[config.mk]
export PLATFORM = sky130hd
export DESIGN_NAME = hazard_ctrl_mc_flat
export DESIGN_NICKNAME = d
export VERILOG_FILES = /design/src/rtl/hazard_ctrl_mc_if.sv /design/src/rtl/hazard_ctrl_mc.sv /design/src/flat_wrapper.sv
export SDC_FILE = /design/constraint.sdc
export NUM_CORES = 1
export LEC_CHECK = 0
export ABC_AREA = 1
export BUFFER_PORTS_ARGS = -buffer_cell sky130_fd_sc_hd__buf_2
export CORE_MARGIN = 2
export CORE_UTILIZATION = 45
export DETAILED_ROUTE_END_ITERATION = 10
export PLACE_DENSITY = 0.77
export REMOVE_ABC_BUFFERS = 1
export SLEW_MARGIN = 20
export SYNTH_ARGS = -nofsm -noshare
export SYNTH_HDL_FRONTEND = slang
export SYNTH_SLANG_ARGS = --single-unit
export TNS_END_PERCENT = 10
[constraint.sdc]
create_clock -name clk -period 5.35 [get_ports clk]
set_clock_uncertainty 0.15 [all_clocks]
set_input_delay 1.07 -clock clk [delete_from_list [all_inputs] [get_ports clk]]
set_output_delay 1.07 -clock clk [all_outputs]
set_load 0.01 [all_outputs]
[src/rtl/hazard_ctrl_mc_if.sv]
// rtl/hazard_ctrl_mc_if.sv - pipeline-side signal bundle for the hazard controller
interface hazard_ctrl_mc_if #(
    parameter int REG_AW = 5,
    parameter int CNT_W  = 16
);
    logic [REG_AW-1:0] rs1D, rs2D;
    logic [REG_AW-1:0] rs1E, rs2E, rdE;
    logic [REG_AW-1:0] rdM, rdW;
    logic              resultSrcE, PCSrcE, mcStartE;
    logic              regWriteM, regWriteW;
    logic              memReqM, memReadyM;
    logic              stallF, stallD, stallE, stallM;
    logic              flushD, flushE, flushM, flushW;
    logic [1:0]        fwdAE, fwdBE;
    logic              busy, memTimeout;
    logic [CNT_W-1:0]  stallCycles;

    modport master (
        output rs1D, rs2D, rs1E, rs2E, rdE, rdM, rdW,
               resultSrcE, PCSrcE, mcStartE, regWriteM, regWriteW,
               memReqM, memReadyM,
        input  stallF, stallD, stallE, stallM,
               flushD, flushE, flushM, flushW,
               fwdAE, fwdBE, busy, memTimeout, stallCycles
    );

    modport slave (
        input  rs1D, rs2D, rs1E, rs2E, rdE, rdM, rdW,
               resultSrcE, PCSrcE, mcStartE, regWriteM, regWriteW,
               memReqM, memReadyM,
        output stallF, stallD, stallE, stallM,
               flushD, flushE, flushM, flushW,
               fwdAE, fwdBE, busy, memTimeout, stallCycles
    );
endinterface

[src/rtl/hazard_ctrl_mc.sv]
// rtl/hazard_ctrl_mc.sv - 5-stage hazard controller: forwarding, load-use, multi-cycle ops, memory waits
// Optional memory-wait logic enabled by defining HAZARD_MEM_WAIT_EN.
module hazard_ctrl_mc #(
    parameter int REG_AW = 5,
    parameter int MC_LAT = 4,
    parameter int MEM_TO = 255,
    parameter int CNT_W  = 16
) (
    input  logic             clk,
    input  logic             rst_n,
    hazard_ctrl_mc_if.slave  hz
);
    localparam int MCW = (MC_LAT > 2) ? $clog2(MC_LAT) : 1;

    typedef enum logic [1:0] {RUN, MC_BUSY, MEM_WAIT} state_t;

    state_t           state;
    logic [MCW-1:0]   mc_cnt;
    logic [CNT_W-1:0] stall_cnt;
    logic             mem_wait, lw_haz, mc_start, mc_hold, mc_stall;
    logic             stall_f, stall_e;

    function automatic logic [1:0] fwd_sel(
        input logic [REG_AW-1:0] rs,
        input logic [REG_AW-1:0] rd_m, input logic we_m,
        input logic [REG_AW-1:0] rd_w, input logic we_w
    );
        if (we_m && rd_m != '0 && rs == rd_m)      return 2'b10;
        else if (we_w && rd_w != '0 && rs == rd_w) return 2'b01;
        else                                       return 2'b00;
    endfunction

`ifdef HAZARD_MEM_WAIT_EN
    localparam int WW = $clog2(MEM_TO + 1);
    logic [WW-1:0] wait_cnt;
    logic          mem_timeout;

    assign mem_wait = hz.memReqM && !hz.memReadyM;

    // Counter saturates at MEM_TO so a very long wait cannot wrap it back below the threshold.
    always_ff @(posedge clk) begin
        if (!rst_n) begin
            wait_cnt    <= '0;
            mem_timeout <= 1'b0;
        end else if (mem_wait) begin
            if (wait_cnt != WW'(MEM_TO)) wait_cnt <= wait_cnt + 1'b1;
            if (wait_cnt >= WW'(MEM_TO - 1)) mem_timeout <= 1'b1;
        end else begin
            wait_cnt <= '0;
        end
    end

    assign hz.memTimeout = mem_timeout;
    assign hz.stallM     = rst_n && mem_wait;
    assign hz.flushW     = !rst_n || mem_wait;
`else
    logic unused_mem;
    assign unused_mem    = hz.memReqM ^ hz.memReadyM;
    assign mem_wait      = 1'b0;
    assign hz.memTimeout = 1'b0;
    assign hz.stallM     = 1'b0;
    assign hz.flushW     = 1'b0;
`endif

    assign lw_haz   = hz.resultSrcE && hz.rdE != '0 && (hz.rs1D == hz.rdE || hz.rs2D == hz.rdE);
    assign mc_start = (state != MC_BUSY) && hz.mcStartE && !mem_wait;
    assign mc_hold  = (state == MC_BUSY) && (mc_cnt != '0 || mem_wait);
    assign mc_stall = mc_start || mc_hold;

    assign stall_f = rst_n && (mem_wait || mc_stall || lw_haz);
    assign stall_e = rst_n && (mem_wait || mc_stall);

    assign hz.stallF = stall_f;
    assign hz.stallD = stall_f;
    assign hz.stallE = stall_e;
    // A held E stage (memory wait or multi-cycle op) must never also be flushed.
    assign hz.flushD = !rst_n || (hz.PCSrcE && !mem_wait && !mc_stall);
    assign hz.flushE = !rst_n || ((hz.PCSrcE || lw_haz) && !mem_wait && !mc_stall);
    assign hz.flushM = !rst_n || mc_stall;

    assign hz.fwdAE = rst_n ? fwd_sel(hz.rs1E, hz.rdM, hz.regWriteM, hz.rdW, hz.regWriteW) : 2'b00;
    assign hz.fwdBE = rst_n ? fwd_sel(hz.rs2E, hz.rdM, hz.regWriteM, hz.rdW, hz.regWriteW) : 2'b00;

    assign hz.busy        = (state != RUN);
    assign hz.stallCycles = stall_cnt;

    always_ff @(posedge clk) begin
        if (!rst_n) begin
            state     <= RUN;
            mc_cnt    <= '0;
            stall_cnt <= '0;
        end else begin
            if (stall_f && stall_cnt != '1) stall_cnt <= stall_cnt + 1'b1;
            case (state)
                MC_BUSY: begin
                    if (mc_cnt != '0) mc_cnt <= mc_cnt - 1'b1;
                    if (mc_cnt == '0 && !mem_wait) state <= RUN;
                end
                // The release cycle of MEM_WAIT behaves like RUN so an op held in E can start.
                default: begin
                    if (mem_wait) begin
                        state <= MEM_WAIT;
                    end else if (hz.mcStartE) begin
                        state  <= MC_BUSY;
                        mc_cnt <= MCW'(MC_LAT - 2);
                    end else begin
                        state <= RUN;
                    end
                end
            endcase
        end
    end
endmodule

[src/flat_wrapper.sv]
// flat-port wrapper written by rule: the top's interface ports become plain ports
module hazard_ctrl_mc_flat 
#(
    parameter int REG_AW = 5,
    parameter int MC_LAT = 4,
    parameter int MEM_TO = 255,
    parameter int CNT_W  = 16
)
  (clk, rst_n, hz_rs1D, hz_rs2D, hz_rs1E, hz_rs2E, hz_rdE, hz_rdM, hz_rdW, hz_resultSrcE, hz_PCSrcE, hz_mcStartE, hz_regWriteM, hz_regWriteW, hz_memReqM, hz_memReadyM, hz_stallF, hz_stallD, hz_stallE, hz_stallM, hz_flushD, hz_flushE, hz_flushM, hz_flushW, hz_fwdAE, hz_fwdBE, hz_busy, hz_memTimeout, hz_stallCycles);
  hazard_ctrl_mc_if #(.REG_AW(REG_AW), .CNT_W(CNT_W)) hz_i ();
  input  logic clk;
  input  logic rst_n;
  input wire logic [$bits(hz_i.rs1D)-1:0] hz_rs1D;
  input wire logic [$bits(hz_i.rs2D)-1:0] hz_rs2D;
  input wire logic [$bits(hz_i.rs1E)-1:0] hz_rs1E;
  input wire logic [$bits(hz_i.rs2E)-1:0] hz_rs2E;
  input wire logic [$bits(hz_i.rdE)-1:0] hz_rdE;
  input wire logic [$bits(hz_i.rdM)-1:0] hz_rdM;
  input wire logic [$bits(hz_i.rdW)-1:0] hz_rdW;
  input wire logic [$bits(hz_i.resultSrcE)-1:0] hz_resultSrcE;
  input wire logic [$bits(hz_i.PCSrcE)-1:0] hz_PCSrcE;
  input wire logic [$bits(hz_i.mcStartE)-1:0] hz_mcStartE;
  input wire logic [$bits(hz_i.regWriteM)-1:0] hz_regWriteM;
  input wire logic [$bits(hz_i.regWriteW)-1:0] hz_regWriteW;
  input wire logic [$bits(hz_i.memReqM)-1:0] hz_memReqM;
  input wire logic [$bits(hz_i.memReadyM)-1:0] hz_memReadyM;
  output wire logic [$bits(hz_i.stallF)-1:0] hz_stallF;
  output wire logic [$bits(hz_i.stallD)-1:0] hz_stallD;
  output wire logic [$bits(hz_i.stallE)-1:0] hz_stallE;
  output wire logic [$bits(hz_i.stallM)-1:0] hz_stallM;
  output wire logic [$bits(hz_i.flushD)-1:0] hz_flushD;
  output wire logic [$bits(hz_i.flushE)-1:0] hz_flushE;
  output wire logic [$bits(hz_i.flushM)-1:0] hz_flushM;
  output wire logic [$bits(hz_i.flushW)-1:0] hz_flushW;
  output wire logic [$bits(hz_i.fwdAE)-1:0] hz_fwdAE;
  output wire logic [$bits(hz_i.fwdBE)-1:0] hz_fwdBE;
  output wire logic [$bits(hz_i.busy)-1:0] hz_busy;
  output wire logic [$bits(hz_i.memTimeout)-1:0] hz_memTimeout;
  output wire logic [$bits(hz_i.stallCycles)-1:0] hz_stallCycles;
  assign hz_i.rs1D = hz_rs1D;
  assign hz_i.rs2D = hz_rs2D;
  assign hz_i.rs1E = hz_rs1E;
  assign hz_i.rs2E = hz_rs2E;
  assign hz_i.rdE = hz_rdE;
  assign hz_i.rdM = hz_rdM;
  assign hz_i.rdW = hz_rdW;
  assign hz_i.resultSrcE = hz_resultSrcE;
  assign hz_i.PCSrcE = hz_PCSrcE;
  assign hz_i.mcStartE = hz_mcStartE;
  assign hz_i.regWriteM = hz_regWriteM;
  assign hz_i.regWriteW = hz_regWriteW;
  assign hz_i.memReqM = hz_memReqM;
  assign hz_i.memReadyM = hz_memReadyM;
  assign hz_stallF = hz_i.stallF;
  assign hz_stallD = hz_i.stallD;
  assign hz_stallE = hz_i.stallE;
  assign hz_stallM = hz_i.stallM;
  assign hz_flushD = hz_i.flushD;
  assign hz_flushE = hz_i.flushE;
  assign hz_flushM = hz_i.flushM;
  assign hz_flushW = hz_i.flushW;
  assign hz_fwdAE = hz_i.fwdAE;
  assign hz_fwdBE = hz_i.fwdBE;
  assign hz_busy = hz_i.busy;
  assign hz_memTimeout = hz_i.memTimeout;
  assign hz_stallCycles = hz_i.stallCycles;
  hazard_ctrl_mc #(.REG_AW(REG_AW), .MC_LAT(MC_LAT), .MEM_TO(MEM_TO), .CNT_W(CNT_W)) u_core (.clk(clk), .rst_n(rst_n), .hz(hz_i));
endmodule
After elaboration in Yosys (flattened, before gate mapping)
Cells that the tools add are included.
- output and inout port bits: 30
- logic and storage cells: 60
- input port bits: 44
- register bits: 20
- $add $sub $neg: 2
- multiplexer cells: 12
- reduce and logical (&&, ||, !) cells: 32
- eq/ne operators: 11
- operators with widths (kind ; count):
    $eq 5x5->1 ; 6
    $mux 2 ; 9
    $add 16x1->16 const B ; 1
    $ne 16x16->1 const B ; 1
    $logic_and 1x1->1 ; 15
    $reduce_bool 5->1 ; 3
    $logic_or 1x1->1 ; 7
    $reduce_bool 2->1 ; 3
    $ne 2x2->1 const B ; 2
    $mux 1 ; 3
    $eq 2x1->1 const B ; 1
    $logic_not 1->1 ; 2
    $logic_not 2->1 ; 1
    $ne 2x1->1 const B ; 1
    $reduce_and 2->1 ; 1
    $sub 2x1->2 const B ; 1

Depth between registers and ports, before layout
- depth after elaboration: 6
- gate-level depth with buffers: 13
- mapped depth without buffers: 13

Least setup slack after synthesis
No wires, ideal clock.
- kind: input-to-output
- start point: input port hz_mcStartE
- end point: output port hz_stallF
- stages on the path: 8
- required time: 4.130 ns
- arrival time: 1.992 ns
- path buffers: 2
- setup slack: 2.138 ns
- path through: inv_1 o21ai_1 inv_2 nor2_2 inv_2 nand2_1 buf_4 buf_4
- longest elaborated chain between the ends: 4
- ends and longest elaborated chain (item ; line ; RTL):
    start, declared ; flat_wrapper.sv:22 ; input wire logic [$bits(hz_i.mcStartE)-1:0] hz_mcStartE;
    $logic_and 1x1->1 ; hazard_ctrl_mc.sv:66 ; assign mc_start = (state != MC_BUSY) && hz.mcStartE && !mem_wait;
    $logic_or 1x1->1 ; hazard_ctrl_mc.sv:68 ; assign mc_stall = mc_start || mc_hold;
    $logic_or 1x1->1 ; hazard_ctrl_mc.sv:70 ; assign stall_f = rst_n && (mem_wait || mc_stall || lw_haz);
    $logic_and 1x1->1 ; hazard_ctrl_mc.sv:70 ;
    end, declared ; flat_wrapper.sv:27 ; output wire logic [$bits(hz_i.stallF)-1:0] hz_stallF;
No other way between the ends.

Worst setup path in the final report
- start point: input port rst_n
- end point: output port hz_stallF
- longest elaborated chain between the ends: 1
- ends and longest elaborated chain (item ; line ; RTL):
    start, declared ; flat_wrapper.sv:12 ; input logic rst_n;
    $logic_and 1x1->1 ; hazard_ctrl_mc.sv:70 ;
No other way between the ends.

==> impl_metrics.env <==
export IMPL_status="completed"
export IMPL_yosysTopAreaCell="dfxtp_1"
export IMPL_holdWs_ns=0.339
export IMPL_cap_violations=0
export IMPL_wl_mm=3.86
export IMPL_combPwrFrac_pct=27.2
export IMPL_grt_overflow_total=0
export IMPL_drc=0
export IMPL_synth_area_sq_um=1680
export IMPL_die_h_um=65.1
export IMPL_hold_buffers=0
export IMPL_ir_drop_uv=90.4
export IMPL_drtIter0Drc=49
export IMPL_wl_per_cell_um=9.91
export IMPL_firstDrtPassIters=6
export IMPL_htreeDepth=1
export IMPL_hold_class="reg2reg"
export IMPL_n_antenna_cell=0
export IMPL_r2r_cells=13
export IMPL_crit_start="rst_n"
export IMPL_synth_top_area_share_pct=22.6
export IMPL_synth_flop_cell="dfxtp_1"
export IMPL_cts_resized=0
export IMPL_critical_path_endpoint_type="primary output"
export IMPL_arrival_ns=2.48
export IMPL_rsz0062_at_grt="no"
export IMPL_clock_power_share_pct=29.8
export IMPL_cts_inserted_buffers=3
export IMPL_crit_required_ns=4.13
export IMPL_yosys_warnings=0
export IMPL_io_buffers=68
export IMPL_fin_nets=388
export IMPL_syn_inst=275
export IMPL_fill_cells=381
export IMPL_pwr_share_seq_pct=43.0
export IMPL_postCtsSetupRepairBufs=0
export IMPL_area_delta_synth_final_pct=23.5
export IMPL_dr_total_vias=1847
export IMPL_timing_rr_end="u_core.hz.stallCycles[5]"
export IMPL_crit_type="in2out"
export IMPL_setup_worst_path_end="hz_stallF"
export IMPL_clkSinkCount=19
export IMPL_cts_tree="built"
export IMPL_seq_area_frac_synth_pct=22.6
export IMPL_core_rowCount=22
export IMPL_core_area_sq_um=3630
export IMPL_pin_count=74
export IMPL_cts_buffer_depth=2
export IMPL_yosys_cell_count_top_type="nand2_1"
export IMPL_fin_tns_setup_ns=0
export IMPL_cts_root_buf="clkbuf_8"
export IMPL_start_util_pct=46.3
export IMPL_postLayoutCoreUtil_pct=57.2
export IMPL_power_total_mw=0.350
export IMPL_yosysUniqueCellTypes=34
export IMPL_syn_area_per_cell_sq_um=6.11
export IMPL_place_detailed_hpwl_mm=3.11
export IMPL_die_width_um=65.1
export IMPL_grt_max_degree=21
export IMPL_setup_violations=0
export IMPL_r2r_start="u_core.mc_cnt[0]"
export IMPL_finalCriticalPeriod_ns=3.70
export IMPL_drive_above_1_share_pct=29.3
export IMPL_crit_fanout=20
export IMPL_sw_frac_of_total_pct=31.7
export IMPL_vias_per_cell=4.75
export IMPL_worstSetupStartpointType="primary input"
export IMPL_die_area_sq_um=4240
export IMPL_fmax_mhz=270
export IMPL_drv_slew=0
export IMPL_ys_ff_latch=19
export IMPL_p_sw_mw=0.111
export IMPL_async_flop_share_pct=0
export IMPL_yosys_top_cells_area="dfxtp_1 (23%), nand2_1 (15%), inv_1 (8.7%), nor2_1 (6.7%), nand3_1 (6.3%)"
export IMPL_grt_pass1_wl_mm=6.50
export IMPL_hold_viol=0
export IMPL_synth_edf_count=0
export IMPL_yosys_top_cells_count="nand2_1 (66), inv_1 (39), nor2_1 (30)"
export IMPL_grt_pass1_vias=1626
export IMPL_antenna_found_initial=0
export IMPL_cts_clk_slew_worst_paths_ns=0.07
export IMPL_timing_final_crit_share_pct=69.2
export IMPL_r2r_setup_slack_ns=3.27
export IMPL_grt_usage_pct=18.8
export IMPL_ant_nets=0
export IMPL_gp_congestion=0.794
export IMPL_clk_latency_ns=0.26
export IMPL_p_leak_nw=1.19
export IMPL_powerDensity_nw_per_um2=169
export IMPL_intPower_mw=0.239
==> cell type report <==
class | instances | area [sq um] | area share (%)
Tap cell | 48 | 60.1 | 2.89
Timing Repair Buffer | 68 | 340 | 16.4
Sequential cell | 19 | 380 | 18.3
Multi-Input combinational cell | 200 | 1060 | 51.2
Inverter | 50 | 188 | 9.04
Clock buffer | 4 | 45.0 | 2.17
==> power groups by stage <==
| stage | combinational, mW | clock, mW | sequential [mW] |
|---|---|---|---|
| 2_1_floorplan | 0.0534 | 0 | 0.155 |
| 6_report | 0.0951 | 0.105 | 0.151 |
| 5_1_grt | 0.108 | 0.116 | 0.151 |
| 3_3_place_gp | 0.0935 | 0 | 0.154 |
| 3_5_place_dp | 0.0955 | 0 | 0.154 |
| 4_1_cts | 0.0959 | 0.107 | 0.151 |
==> metrics by stage <==
stage,std cells,worst slack [ns],area [sq um]
after floorplan,269,2.19,1630
after global placement,385,1.66,2030
after detailed placement,385,1.66,2030
after CTS,389,1.66,2080
after global routing,389,1.53,2080
final,389,1.65,2080
==> cell usage in the layout (no fill, tap or decap), drive strengths merged <==
| master | instances |
|---|---|
| nor4 | 4 |
| o21ai | 7 |
| xor2 | 11 |
| o22ai | 1 |
| conb | 3 |
| xnor2 | 8 |
| a31oi | 3 |
| buf | 68 |
| nand3 | 24 |
| nor3 | 6 |
| or2 | 2 |
| inv | 49 |
| dfxtp | 19 |
| clkbuf | 4 |
| o211ai | 2 |
| nand4 | 4 |
| a21oi | 15 |
| clkinv | 1 |
| ha | 2 |
| a211oi | 1 |
| nor2 | 34 |
| nand2 | 72 |
| o41ai | 1 |
==> worst min-delay path by stage <==
stage,start,endpoint,cells past startpoint,slack (ns)
finish,u_core.mc_cnt[1],u_core.mc_cnt[1],2,0.34
CTS,u_core.mc_cnt[1],u_core.mc_cnt[1],2,0.34
global route,u_core.mc_cnt[1],u_core.mc_cnt[1],2,0.39
floorplan,u_core.mc_cnt[1],u_core.mc_cnt[1],2,0.30
global placement,u_core.mc_cnt[1],u_core.mc_cnt[1],2,0.33
detailed placement,u_core.mc_cnt[1],u_core.mc_cnt[1],2,0.33
==> critical path, cell delays in order <==
cell and delay [ns]:
buf_2 0.31, inv_1 0.23, nor2_2 0.23, inv_2 0.04, nand2_1 0.37, buf_2 0.22
==> logic make-up after synthesis <==
family          count (synthesis)  synth area share [%]
fa+ha+maj                       2                  1.49
simple gates                  146                  40.9
other cells                     1                 0.223
buf+inv                        58                  14.6
flops                          19                  22.6
xor+xnor                       19                  9.90
compound gates                 30                  10.3
==> routing by layer <==
metal	wire length, um	track usage [%]
met1	1700	21.8
met2	1910	36.0
met3	199	2.40
met4	40	5.47
met5	0	0
==> registers in the layout, summed over array words and instances (netlist names) <==
name and count:
u_core.state 1, u_core.mc_cnt 2, u_core.hz.stallCycles 16
Note: power is estimated with default switching activity, not from simulation.
